**src/rtl/menu_pkg.sv**
```systemverilog
// menu_pkg: shared system-state encoding and enabled-item search helpers for menu_ctrl
package menu_pkg;

   typedef enum logic [2:0] {
      ST_INTRO  = 3'd0,
      ST_GAME   = 3'd1,
      ST_PAUSE  = 3'd2,
      ST_RESULT = 3'd3,
      ST_HALT   = 3'd4
   } sys_state_t;

   localparam int MAX_ITEMS = 64;
   localparam int MAX_IW    = 6;

   function automatic int next_enabled_down(input logic [MAX_ITEMS-1:0] en, input int cur, input int n, input logic wrap);
      int res;
      int idx;
      logic found;
      res = cur;
      found = 1'b0;
      for (int k = 1; k < MAX_ITEMS; k++) begin
         idx = cur + k;
         if (wrap && idx >= n) idx = idx - n;
         if (!found && k < n && idx < n && en[idx[MAX_IW-1:0]]) begin
            res = idx;
            found = 1'b1;
         end
      end
      return res;
   endfunction

   function automatic int next_enabled_up(input logic [MAX_ITEMS-1:0] en, input int cur, input int n, input logic wrap);
      int res;
      int idx;
      logic found;
      res = cur;
      found = 1'b0;
      for (int k = 1; k < MAX_ITEMS; k++) begin
         idx = cur - k;
         if (wrap && idx < 0) idx = idx + n;
         if (!found && k < n && idx >= 0 && idx < n && en[idx[MAX_IW-1:0]]) begin
            res = idx;
            found = 1'b1;
         end
      end
      return res;
   endfunction

endpackage

```
**src/rtl/btn_repeat.sv**
```systemverilog
// btn_repeat: rising-edge step pulse with hold-to-repeat when MENU_REPEAT_EN is defined
module btn_repeat #(
   parameter int DELAY_CYC = 50_000_000,
   parameter int RATE_CYC  = 10_000_000
) (
   input  logic clk,
   input  logic reset,
   input  logic btn_i,
   input  logic en_i,
   output logic step_o
);

   logic prev_q;
   logic rise;

   // previous button level for edge detection
   always_ff @(posedge clk or posedge reset)
      if (reset) prev_q <= 1'b0;
      else prev_q <= btn_i;

   assign rise = btn_i & ~prev_q;

`ifdef MENU_REPEAT_EN
   localparam int MAXC = (DELAY_CYC > RATE_CYC) ? DELAY_CYC : RATE_CYC;
   localparam int CW   = $clog2(MAXC + 1);

   logic [CW-1:0] cnt_q, cnt_d;
   logic rep_q, rep_d;
   logic fire;

   assign fire = btn_i & en_i & (cnt_q == (rep_q ? CW'(RATE_CYC) : CW'(DELAY_CYC)));

   // hold counter: counts from the rise, fires at the delay and then every rate period
   always_comb begin
      cnt_d = (btn_i & en_i) ? (fire ? CW'(1) : cnt_q + CW'(1)) : '0;
      rep_d = btn_i & en_i & (rep_q | fire);
   end

   // repeat counter state
   always_ff @(posedge clk or posedge reset)
      if (reset) begin
         cnt_q <= '0;
         rep_q <= 1'b0;
      end else begin
         cnt_q <= cnt_d;
         rep_q <= rep_d;
      end

   assign step_o = en_i & (rise | fire);
`else
   logic unused_cfg;
   assign unused_cfg = ^{DELAY_CYC[0], RATE_CYC[0]};
   assign step_o = en_i & rise;
`endif

endmodule

```
**src/rtl/menu_ctrl.sv**
```systemverilog
// menu_ctrl: menu navigation, system FSM and game button gating; MENU_REPEAT_EN adds hold-to-repeat
module menu_ctrl
   import menu_pkg::*;
#(
   parameter int NUM_ITEMS        = 2,
   parameter int WRAP             = 1,
   parameter int REPEAT_DELAY_CYC = 50_000_000,
   parameter int REPEAT_RATE_CYC  = 10_000_000,
   parameter int IW               = $clog2(NUM_ITEMS)
) (
   input  logic                 clk,
   input  logic                 reset,
   input  logic                 btn_up,
   input  logic                 btn_down,
   input  logic                 btn_ok,
   input  logic                 btn_back,
   input  logic [NUM_ITEMS-1:0] item_enable,
   input  logic                 game_over,
   output logic [IW-1:0]        sel_idx,
   output logic [2:0]           sys_state,
   output logic                 start_pulse,
   output logic                 confirm_pulse,
   output logic [IW-1:0]        confirm_idx,
   output logic                 game_btn_ok,
   output logic                 game_btn_up
);

   sys_state_t state_q, state_d;
   logic [IW-1:0] sel_q, sel_d, cidx_q, cidx_d, nxt_dn, nxt_up;
   logic confirm_q, confirm_d, start_q, start_d;
   logic ok_prev_q, back_prev_q, ok_rise, back_rise;
   logic arm_ok_q, arm_ok_d, arm_up_q, arm_up_d;
   logic gok_q, gok_d, gup_q, gup_d;
   logic nav_en, up_step, down_step, in_game, game_entry;
   logic [NUM_ITEMS-1:0] en_eff;
   logic [MAX_ITEMS-1:0] en_ext;

   assign en_eff    = item_enable | NUM_ITEMS'(1);
   assign en_ext    = MAX_ITEMS'(en_eff);
   assign ok_rise   = btn_ok & ~ok_prev_q;
   assign back_rise = btn_back & ~back_prev_q;
   assign nav_en    = (state_q == ST_INTRO) & ~(btn_up & btn_down);
   assign nxt_dn    = IW'(next_enabled_down(en_ext, int'(sel_q), NUM_ITEMS, WRAP != 0));
   assign nxt_up    = IW'(next_enabled_up(en_ext, int'(sel_q), NUM_ITEMS, WRAP != 0));
   assign in_game   = state_q == ST_GAME;
   assign game_entry = (state_d == ST_GAME) & ~in_game;

   btn_repeat #(.DELAY_CYC(REPEAT_DELAY_CYC), .RATE_CYC(REPEAT_RATE_CYC)) u_up (
      .clk(clk), .reset(reset), .btn_i(btn_up), .en_i(nav_en), .step_o(up_step)
   );

   btn_repeat #(.DELAY_CYC(REPEAT_DELAY_CYC), .RATE_CYC(REPEAT_RATE_CYC)) u_down (
      .clk(clk), .reset(reset), .btn_i(btn_down), .en_i(nav_en), .step_o(down_step)
   );

   // system FSM next state and confirm/start pulses
   always_comb begin
      state_d   = state_q;
      confirm_d = 1'b0;
      start_d   = 1'b0;
      cidx_d    = cidx_q;
      case (state_q)
         ST_INTRO: if (ok_rise) begin
            confirm_d = 1'b1;
            cidx_d    = sel_q;
            if (sel_q == '0) begin
               state_d = ST_GAME;
               start_d = 1'b1;
            end else if (sel_q == IW'(NUM_ITEMS-1)) state_d = ST_HALT;
         end
         ST_GAME:   state_d = game_over ? ST_RESULT : back_rise ? ST_PAUSE : ST_GAME;
         ST_PAUSE:  state_d = ok_rise ? ST_GAME : back_rise ? ST_INTRO : ST_PAUSE;
         ST_RESULT: state_d = ok_rise ? ST_INTRO : ST_RESULT;
         ST_HALT:   state_d = ST_HALT;
         default:   state_d = ST_INTRO;
      endcase
   end

   // selection: disabled item snaps to 0, returns to intro reset it, otherwise navigate
   always_comb begin
      sel_d = !en_eff[sel_q] ? '0 :
              (((state_q == ST_PAUSE) & ~ok_rise & back_rise) | ((state_q == ST_RESULT) & ok_rise)) ? '0 :
              down_step ? nxt_dn :
              up_step ? nxt_up : sel_q;
   end

   // game gating: arm only after the button is seen released inside the game
   always_comb begin
      arm_ok_d = game_entry ? 1'b0 : (in_game & ~btn_ok) ? 1'b1 : arm_ok_q;
      arm_up_d = game_entry ? 1'b0 : (in_game & ~btn_up) ? 1'b1 : arm_up_q;
      gok_d    = btn_ok & arm_ok_q & in_game;
      gup_d    = btn_up & arm_up_q & in_game;
   end

   // all state and registered outputs
   always_ff @(posedge clk or posedge reset)
      if (reset) begin
         state_q     <= ST_INTRO;
         sel_q       <= '0;
         cidx_q      <= '0;
         confirm_q   <= 1'b0;
         start_q     <= 1'b0;
         ok_prev_q   <= 1'b0;
         back_prev_q <= 1'b0;
         arm_ok_q    <= 1'b0;
         arm_up_q    <= 1'b0;
         gok_q       <= 1'b0;
         gup_q       <= 1'b0;
      end else begin
         state_q     <= state_d;
         sel_q       <= sel_d;
         cidx_q      <= cidx_d;
         confirm_q   <= confirm_d;
         start_q     <= start_d;
         ok_prev_q   <= btn_ok;
         back_prev_q <= btn_back;
         arm_ok_q    <= arm_ok_d;
         arm_up_q    <= arm_up_d;
         gok_q       <= gok_d;
         gup_q       <= gup_d;
      end

   assign sel_idx       = sel_q;
   assign sys_state     = state_q;
   assign start_pulse   = start_q;
   assign confirm_pulse = confirm_q;
   assign confirm_idx   = cidx_q;
   assign game_btn_ok   = gok_q;
   assign game_btn_up   = gup_q;

endmodule

```
**config.mk**
```make
export PLATFORM = sky130hd
export DESIGN_NAME = menu_ctrl
export DESIGN_NICKNAME = d
export VERILOG_FILES = /design/src/rtl/menu_pkg.sv /design/src/rtl/btn_repeat.sv /design/src/rtl/menu_ctrl.sv
export SDC_FILE = /design/constraint.sdc
export NUM_CORES = 1
export LEC_CHECK = 0
export BUFFER_PORTS_ARGS = -buffer_cell sky130_fd_sc_hd__buf_2
export CAP_MARGIN = 10
export CORE_UTILIZATION = 39
export CTS_BUF_LIST = sky130_fd_sc_hd__clkbuf_8
export CTS_CLUSTER_DIAMETER = 200
export DETAILED_ROUTE_END_ITERATION = 8
export GPL_TIMING_DRIVEN = 0
export PLACE_DENSITY = 0.67
export SYNTH_ARGS = -nofsm -noshare
export SYNTH_HDL_FRONTEND = slang
export SYNTH_SLANG_ARGS = --single-unit
```
**constraint.sdc**
```tcl
create_clock -name clk -period 1.4 [get_ports clk]
set_input_delay 0.28 -clock clk [delete_from_list [all_inputs] [get_ports clk]]
set_output_delay 0.28 -clock clk [all_outputs]
set_load 0.005 [all_outputs]
```
### Word level (Yosys, flattened, before mapping)

Index checks and enable logic that the tools add are counted.

| word-level totals | value |
|---|---|
| flip-flop bits (word level) | 15 |
| bits of input ports | 9 |
| output and inout bits | 9 |
| word-level logic and storage cells | 100 |

| cells by class | value |
|---|---|
| $add $sub $neg | 4 |
| $lt $le $gt $ge | 8 |
| eq/ne operators | 8 |
| multiplexer cells | 31 |
| bitwise operators | 28 |
| reductions and logical operators | 8 |

Operators by type and width:

| kind | number |
|---|---|
| < comparator 32 x 3 -> 1 bit (second input constant) | 2 |
| 2-to-1 mux 32 bit | 2 |
| greater-or-equal comparator 32 x 1 -> 1 bit (second input constant) | 1 |
| 2-to-1 mux 1 bit | 19 |
| AND 1 bit | 18 |
| one-hot mux 3 bit (5 select lines) | 1 |
| < comparator 6 x 7 -> 1 bit (second input constant) | 2 |
| binary-select mux 1 bit (select 6 bit) | 2 |
| inequality test 4 x 3 -> 1 bit (second input constant) | 3 |
| 2-to-1 mux 2 bit | 5 |
| inverter 1 bit | 9 |
| == test 3 x 1 -> 1 bit (second input constant) | 2 |
| == test 3 x 2 -> 1 bit (second input constant) | 2 |
| 2-to-1 mux 3 bit | 2 |
| adder 2 x 3 -> 4 bit (second input constant) | 1 |
| nonzero test 2 bit | 2 |
| == test 3 bit (second input constant) | 1 |
| logical AND 1 bit | 3 |
| zero test 3 bit | 1 |
| AND reduction 3 bit | 1 |
| subtractor 2 x 2 -> 3 bit (second input constant) | 1 |
| adder 1 x 1 -> 2 bit (second input constant) | 1 |
| greater-or-equal comparator 2 bit (second input constant) | 1 |
| < comparator 1 x 2 -> 1 bit (second input constant) | 1 |
| other kinds (4) | 4 |

### Logic depth before layout (Yosys ltp)

Gate-level depths: netlist (run 1).

| logic depth | value |
|---|---|
| depth after elaboration | 11 |
| gate-level depth with buffers | 5 |
| depth with buffers taken out | 4 |

### Modules after synthesis

Synthesis (run 1) repeated with hierarchy kept, for this count alone.

| second synthesis, totals | value |
|---|---|
| cell total of the unflattened synthesis | 53 |
| area total of the unflattened synthesis | 616.8 sq um |

By module, submodules not included:

| module | times used | cells each | area each (sq um) | sequential area each (sq um) |
|---|---|---|---|---|
| menu_ctrl | 1 | 47 | 541.8 | 325.3 |
| btn_repeat | 2 | 3 | 37.5 | 25.0 |

### Worst setup path before layout (run 1)

No wires, ideal clock.

| timing path | value |
|---|---|
| kind | reg2reg |
| start | reg state_q[0], in the netlist sys_state[0] |
| end | reg cidx_q, in the netlist confirm_idx |
| setup time | 0.125 ns |
| arrival | 1.354 ns |
| required time | 1.275 ns |
| setup slack | -0.079 ns |
| cell stages (with the launch flop) | 4 |
| path buffers | 1 |
| period minus slack after synthesis | 1.479 ns |
| cells stage by stage | dfrtp_1 -> buf_6 -> or4_4 -> mux2_4 |

| on the way | value |
|---|---|
| longest elaborated chain between the ends | 2 |

Ends and longest elaborated chain:

| item | RTL line | RTL |
|---|---|---|
| from (decl) | menu_ctrl.sv:28 | `sys_state_t state_q, state_d;` |
| from (signal assigned) | menu_ctrl.sv:110 | `state_q <= state_d;` |
| zero test 3 bit | menu_ctrl.sv:62 | `case (state_q)` |
| AND reduction 2 bit (no source line) | - |  |
| to (signal assigned) | menu_ctrl.sv:112 | `cidx_q <= cidx_d;` |
| to (decl) | menu_ctrl.sv:29 | `logic [IW-1:0] sel_q, sel_d, cidx_q, cidx_d, nxt_dn, nxt_up;` |

Every way passes these cells.
A chain may end at the register's enable or synchronous reset.

### Worst setup path after layout (run 1)

| timing path | value |
|---|---|
| start | reg state_q[1], in the netlist sys_state[1] |
| end | reg cidx_q, in the netlist confirm_idx |

The elaborated chain is that of the path after synthesis.

==> summary.md, run 1 <==
| Metric | Value |
|---|---|
| Crit-path leading delay family | `simple AND/OR/NAND/NOR gates` |
| Total negative slack | `0 ns` |
| FMAX | `724 MHz` |
| Routed vias/inst | `4.98` |
| H-tree Lvls | `1` |
| Worst-skew pair later-pin latency | `0.24 ns` |
| Unrepaired setup endpoints after global routing | `no` |
| Initial antenna violation count | `0` |
| Max-slew violation count | `0` |
| Vias in the first global route | `432` |
| Synthesized Nets | `61` |
| DP HPWL | `725 microns` |
| # DRC | `0` |
| Grt ovf | `0` |
| CP endpoint kind | `flip-flop` |
| CTS root buffer | `clkbuf_8` |
| # IOs | `18` |
| Min Clock Period, post-route | `1.38 ns` |
| Crit path buffers/inverters | `0` |
| Slew HR | `63.5%` |
| Comb pwr share | `30.5%` |
| Die H | `41.6 microns` |
| PnR worst setup slack | `0.0180 ns` |
| Worst slew pin tran | `0.546 ns` |
| Worst min-delay path class | `in -> async` |
| WL final | `1070 microns` |
| 1st-iter DRT viols | `7` |
| Synth top area share | `61.5%` |
| Setup Skew | `0.00130 ns` |
| Cell area after layout | `783 sq um` |
| Post-synth cell types | `19` |
| Post-DR wirelength/cell | `11.9 microns` |
| CP required | `1.53 ns` |
| CTS tree | `built` |
| Synthesized area | `611 sq um` |
| VDD IR max | `0.000945 V` |
| Worst-path cell chain | `or4_4 > mux2_4` |
| Synth-to-Final Area Change | `28.3%` |
| Arr. time, crit path | `1.51 ns` |
| Synth warn | `0` |
| ANT cells | `0` |
| CP Max Fanout | `6` |
| Switching share of power | `29.3%` |
| Internal cell power | `946 uW` |
| Clk pwr share | `24.6%` |
| Most area-consuming cells after synthesis | `dfrtp_1, nor3b_1, a21oi_1` |
| Endpoints failing hold | `0` |
| Post-layout util | `56.7%` |
| Vias post-DR | `448` |
| Setup WS pre-CTS | `-0.0785 ns` |
| Routed Antenna Nets | `0` |
| Avg Cell Area, Syn | `11.7 sq um` |
| Final period util | `98.7%` |
| Cell taking the most area after synthesis | `dfrtp_1` |
| Status | `completed` |
| Sequential power share | `44.9%` |
| Leakage power total | `0.000414 uW` |
| Layout cell share with drive strength beyond 1 | `40.0%` |
| NetSw | `393 uW` |
| Crit Path Category | `reg -> reg` |
| Count of state elements after synthesis | `15` |
| Die area | `0.00173 sq mm` |
| Worst-path clk slew | `0.06 ns` |
| Sink Count | `15` |
| CP startpoint kind | `flip-flop` |
| Largest net degree at the start of global routing | `16` |
| First-pass GRT wire length | `1920 microns` |
| Max cap viols | `0` |
| Final total power | `1340 uW` |
| # hold bufs at CTS | `0` |
| Post-synthesis sequential area ratio | `61.5%` |
| Fillers | `124` |
| Total CTS buffers | `3` |
| Total track usage | `15.4%` |
| Router iterations before antenna repair | `4` |
| GPL Wtd Cong | `0.775` |
| DP Area | `717 sq um` |
| Slowest stage delay, CP | `0.53 ns` |
| Buffers on Ports | `16` |
| Power per cell area | `1710 mW/mm^2` |
| Die X | `41.6 microns` |
| Row count | `13` |
| CTS Buffer Depth | `2` |
| Endpoints failing setup | `0` |
| Core box area | `0.00138 sq mm` |
| Initial Util | `44.2%` |
| Slowest cell on crit path | `or4_4` |
| Gate count after technology mapping | `52` |
| Nets | `85` |
logic make-up (layout without fill, tap and decap cells):
kind of cell	count (synthesis)	in the layout	share of synthesized area, %
XOR/XNOR	1	1	1.43
multiplexers	1	1	2.46
AO/OA/AOI/OAI	11	11	12.1
buffers and inverters	6	29	4.92
AND/OR/NAND/NOR	18	18	17.6
flip-flops	15	15	61.5
sequential cells by signal, indices dropped and copies added (netlist names):
register       cells
ok_prev_q          1
confirm_pulse      1
start_pulse        1
arm_up_q           1
game_btn_up        1
u_down.prev_q      1
confirm_idx        1
u_up.prev_q        1
sys_state          3
game_btn_ok        1
back_prev_q        1
sel_idx            1
arm_ok_q           1
cell type report:
| class | count | area (sq um) | share of cell area [%] |
|---|---|---|---|
| clock inverters | 1 | 3.75 | 0.479 |
| clock buffers | 3 | 41.3 | 5.27 |
| inverters | 5 | 18.8 | 2.40 |
| repair buffers | 20 | 110 | 14.1 |
| flip-flops and latches | 15 | 378 | 48.2 |
| multi-input cells | 31 | 213 | 27.2 |
| well taps | 15 | 18.8 | 2.40 |
synthesized netlist by cell type:
| master | instances |
|---|---|
| a2111oi_2 | 1 |
| a21oi_1 | 5 |
| a31o_2 | 1 |
| and2_1 | 1 |
| and3_1 | 2 |
| buf_6 | 1 |
| dfrtp_1 | 15 |
| inv_1 | 5 |
| mux2_4 | 1 |
| nand2_1 | 1 |
| nand2b_1 | 1 |
| nor2_1 | 4 |
| nor2b_1 | 2 |
| nor3_1 | 2 |
| nor3b_1 | 4 |
| o21ai_0 | 3 |
| o311a_1 | 1 |
| or4_4 | 1 |
| xnor2_1 | 1 |
final timing paths:
path	end	slack, ns	startpoint	depth (start not counted)
worst min-delay path	game_btn_up$_DFF_PP0_	0.07	reset	2
worst min register to register	arm_up_q$_DFFE_PP0P_	0.49	arm_up_q$_DFFE_PP0P_	2
worst max-delay path	confirm_idx$_DFFE_PP0P_	0.02	sys_state[1]$_DFF_PP0_	2
worst max register to register	confirm_idx$_DFFE_PP0P_	0.02	sys_state[1]$_DFF_PP0_	2
max in group asynchronous	sys_state[1]$_DFF_PP0_	0.94	reset	2
min in group clk	back_prev_q$_DFF_PP0_	0.15	btn_back	1
metrics by stage:
stage | instances | hold WS, ns
after CTS | 89 | 0.0906
after global routing | 90 | 0.128
after detailed placement | 83 | 0.358
after global placement | 83 | 0.354
after floorplan | 52 | 0.181
final | 90 | 0.0713
layout by cell type, fill, tap and decap left out:
cell type | netlist | final
a2111oi_2 | 1 | 1
a21oi_1 | 5 | 5
a31o_2 | 1 | 1
and2_1 | 1 | 1
and3_1 | 2 | 2
buf_2 | 0 | 16
buf_4 | 0 | 4
clkbuf_8 | 0 | 3
dfrtp_1 | 15 | 13
dfrtp_2 | 0 | 2
inv_1 | 5 | 6
mux2_4 | 1 | 1
nand2_1 | 1 | 1
nand2b_4 | 0 | 1
nor2_1 | 4 | 4
nor2b_1 | 2 | 2
nor3_1 | 2 | 2
nor3b_1 | 4 | 4
o21ai_0 | 3 | 2
o21ai_1 | 0 | 1
o311a_1 | 1 | 1
or4_4 | 1 | 1
xnor2_1 | 1 | 1
power by group through the flow:
stage	logic, uW	clock network (uW)	registers, uW
2_1_floorplan	239	0	609
3_3_place_gp	357	0	606
3_5_place_dp	361	0	613
4_1_cts	389	349	606
5_1_grt	458	369	618
6_report	409	329	601
worst reg2reg max path, stage by stage, from the launching register on:
cell	delay, ns
dfrtp_2	0.44
or4_4	0.53
mux2_4	0.30
what timing repair did:
item | 4_1_cts | 5_1_grt
hold endpoints to repair | 0 | 0
resized for setup | 0 | 3
endpoints found under the setup margin | 1 | 4
buffers inserted | 2 | 2
pin swaps | 1 | 0
layer usage:
layer | up-vias | global-route usage, % | part of all wire [%]
met5 | - | 0 | 0
met4 | 0 | 7.74 | 0.75
met3 | 2 | 8.26 | 5.8
met2 | 15 | 22.8 | 47
met1 | 205 | 18.0 | 46
li1 | 226 | - | -
(Power assumes the default switching activity.)
==> run 2, diff against run 1 <==
SYNTH_HIERARCHICAL = 1   (was unset)
==> run 2 against run 1 <==
  * The flow now finishes with violations (negative setup slack)
  * Flip-flop and latch count unchanged
  * Cell count increased by 2.2%
  * Wire length increased by 13%
  * Global-route usage increased by 0.063 points
==> summary.md, run 2 <==
| Metric | Value |
|---|---|
| Synth-to-Final Area Change | `33.3%` |
| Flop2flop setup slack | `-0.04 ns (-0.06 ns)` |
| Gate count after technology mapping | `53 (+1.9%)` |
| Arr. time, crit path | `1.58 ns (+0.07 ns)` |
| Post-synthesis sequential area ratio | `60.9% (-0.62 points)` |
| 1st-iter DRT viols | `5 (-2)` |
| CTS Buffer Depth | `2 (unchanged)` |
| Total CTS buffers | `3 (unchanged)` |
| Post-synth EDFFs | `0 (unchanged)` |
| Crit Path Category | `reg -> reg` |
| Worst-path clk slew | `0.06 ns (about the same)` |
| Worst min-delay path class | `in -> reg` |
| PnR worst setup slack | `-0.0434 ns (-0.0614 ns)` |
| Worst-path cell chain | `a2111oi_4 > and3b_1 > nor2_1 > xnor2_1 > and4_1` |
| Die X | `41.8 microns (+0.49%)` |
| Core box area | `0.00138 sq mm (unchanged)` |
| Met2 WL | `562 microns (+12%)` |
| Worst slew pin tran | `0.504 ns (-0.0421 ns)` |
| RR Startpoint | `sys_state[2]$_DFF_PP0_` |
| Grt ovf | `0 (unchanged)` |
| Row count | `13 (unchanged)` |
| # DRC | `0 (unchanged)` |
| Nets | `87 (+2.4%)` |
| Synth top area share | `60.9% (-0.62 points)` |
| Min Clock Period, post-route | `1.44 ns (+0.0614 ns)` |
| Max-slew violation count | `0 (unchanged)` |
| Die area | `0.00174 sq mm (+0.99%)` |
| H-tree Lvls | `1 (unchanged)` |
| Synthesized area | `617 sq um (+1.0%)` |
| Setup Skew | `0.00269 ns (+0.00139 ns)` |
| Status | `complete, but fails checks` |
| CP Max Fanout | `2 (-4)` |
| Most common cell in the netlist | `dfrtp_1` |
| Initial antenna violation count | `0 (unchanged)` |
| VDD IR max | `0.00111 V (+17%)` |
| First-pass GRT wire length | `2010 microns (+5.0%)` |
| Most area-consuming cells after synthesis | `dfrtp_1, nor2_1, and3b_1` |
| Leakage power total | `0.000426 uW (+3.0%)` |
| Buffers on Ports | `16 (unchanged)` |
| Reg2Reg Depth | `5 (+3)` |
| CP endpoint kind | `flip-flop` |
| CP startpoint kind | `flip-flop` |
| Endpoints failing setup | `1 (+1)` |
| Synth top cells by count | `dfrtp_1, nor2_1, inv_1` |
| Final std cells w/o fill | `92 (+2.2%)` |
| ANT cells | `0 (unchanged)` |
| Worst r2r dst | `sel_idx$_DFFE_PP0P_` |
| Critical Path Sink | `sel_idx$_DFFE_PP0P_` |
| Initial Util | `44.6% (+0.45 points)` |
| Total track usage | `15.5% (+0.063 points)` |
| Slew HR | `66.4% (+2.8 points)` |
| Vias post-DR | `485 (+8.3%)` |
| Largest register FFs | `3 (unchanged)` |
| Slowest stage delay, CP | `0.42 ns (-0.11 ns)` |
| Most frequent cells in the layout | `buf_2, dfrtp_1, nor2_1` |
| CP required | `1.54 ns (about the same)` |
| Synthesized Nets | `62 (+1.6%)` |
| Max cap viols | `0 (unchanged)` |
| Largest net degree at the start of global routing | `14 (-2)` |
| Router iterations before antenna repair | `2 (-2)` |
| CP startpoint | `sys_state[2]$_DFF_PP0_` |
| WL final | `1210 microns (+13%)` |
| GPL Wtd Cong | `0.711 (-8.3%)` |
| Sink Count | `15 (unchanged)` |
| Count of state elements after synthesis | `15 (unchanged)` |
| Layout cell share with drive strength beyond 1 | `36.4% (-3.6 points)` |
| Avg Cell Area, Syn | `11.6 sq um (-0.88%)` |
| Met1 Wirelength | `569 microns (+15%)` |
| Setup WS pre-CTS | `-0.113 ns (-0.0348 ns)` |
| Endpoints failing hold | `0 (unchanged)` |
| CTS root buffer | `clkbuf_8` |
| FMAX | `693 MHz (-4.3%)` |
| Worst-skew pair later-pin latency | `0.25 ns (about the same)` |
| Slowest cell on crit path | `dfrtp_2` |
| Top routing layer used | `met4` |
| Routed Antenna Nets | `0 (unchanged)` |
| Post-synth cell types | `24 (+5)` |
| Total negative slack | `-0.0434 ns (-0.0434 ns)` |
| DP Cell Count | `84 (+1.2%)` |
| Primary FF master, synth | `dfrtp_1` |
| Synth warn | `6 (+6)` |
| Post-DR wirelength/cell | `13.1 microns (+10%)` |
| CTS tree | `built` |
| Commonest non-fill, non-tap cell in the layout | `buf_2` |
| Vias in the first global route | `451 (+4.4%)` |
| Power per cell area | `1790 mW/mm^2 (+4.6%)` |
| # IOs | `18 (unchanged)` |
| DP HPWL | `847 microns (+17%)` |
| Metal3 WL | `47 microns (-24%)` |
| Die H | `41.8 microns (+0.49%)` |
| Final period util | `103% (+4.4 points)` |
| Routed vias/inst | `5.27 (+5.9%)` |
| Unrepaired setup endpoints after global routing | `yes` |
| Failing checks | `negative setup slack` |
| Post-synth ARST share | `100% (unchanged)` |
| Cell taking the most area after synthesis | `dfrtp_1` |
-- run 2: cell count changes after synthesis, sizes merged, moves of 2 or more --
cell	before	now
a21oi	5	2
nor3b	4	1
o21ai	3	0
and3b	0	2
nand4b	0	2
o21a	0	2
o31ai	0	2
-- run 2: worst min-delay path by stage --
stage,cells past startpoint,to,start
after CTS,1,back_prev_q$_DFF_PP0_,btn_back
final,1,back_prev_q$_DFF_PP0_,btn_back
after detailed placement,2,u_down/prev_q$_DFF_PP0_,reset
after global routing,1,back_prev_q$_DFF_PP0_,btn_back
after global placement,2,u_up/prev_q$_DFF_PP0_,reset
after floorplan,1,u_down/prev_q$_DFF_PP0_,reset
-- run 2: report_power, final --
part	internal, uW	switching [uW]
clock	197	153
sequential	545	63.9
combinational	270	240
total	1010	456
-- run 2: layout make-up --
| class | count | area, sq um |
|---|---|---|
| multi-input combinational | 33 | 240 |
| tap | 15 | 18.8 |
| sequential | 15 | 378 |
| buffer | 1 | 11.3 |
| fill | 124 | 561 |
| inverter | 4 | 15.0 |
| clock inverter | 1 | 5.00 |
| clock buffer | 3 | 41.3 |
| timing repair buffer | 20 | 113 |
-- run 2: logic make-up after synthesis --
kind of cell / share of synthesized area (%)
AO/OA/AOI/OAI: 7.91
AND/OR/NAND/NOR: 24.8
flip-flops: 60.9
XOR/XNOR: 1.42
buffers and inverters: 3.24
multiplexers: 1.83
-- run 2: what timing repair did --
item                                    CTS  global route
hold endpoints to repair                  2             0
hold buffers                              1             0
gates resized for setup                   3             0
buffers inserted                          3             0
pin swaps                                 1             0
endpoints found under the setup margin    1             1
-- run 2: worst max-delay path, delay by kind of cell (launching register included) --
kind,cells,cell delay (ns)
simple gates,3,0.45
flops,1,0.42
compound gates,1,0.34
xor+xnor,1,0.12
-- run 2: metrics by stage --
stage          area, sq um  power (uW)  utilization, %  hold WS (ns)
3_3_place_gp           736        1040            53.2         0.133
3_5_place_dp           736        1050            53.2         0.137
6_report               822        1470            59.5         0.161
2_1_floorplan          637         903               -       0.00871
4_1_cts                822        1480            59.5         0.162
5_1_grt                822        1550            59.5         0.157
-- run 2: routing by layer --
layer | global-route usage, % | vias up
met2 | 23.1 | 13
met3 | 4.35 | 4
li1 | - | 234
met1 | 20.4 | 234
met4 | 7.74 | 0
met5 | 0 | -
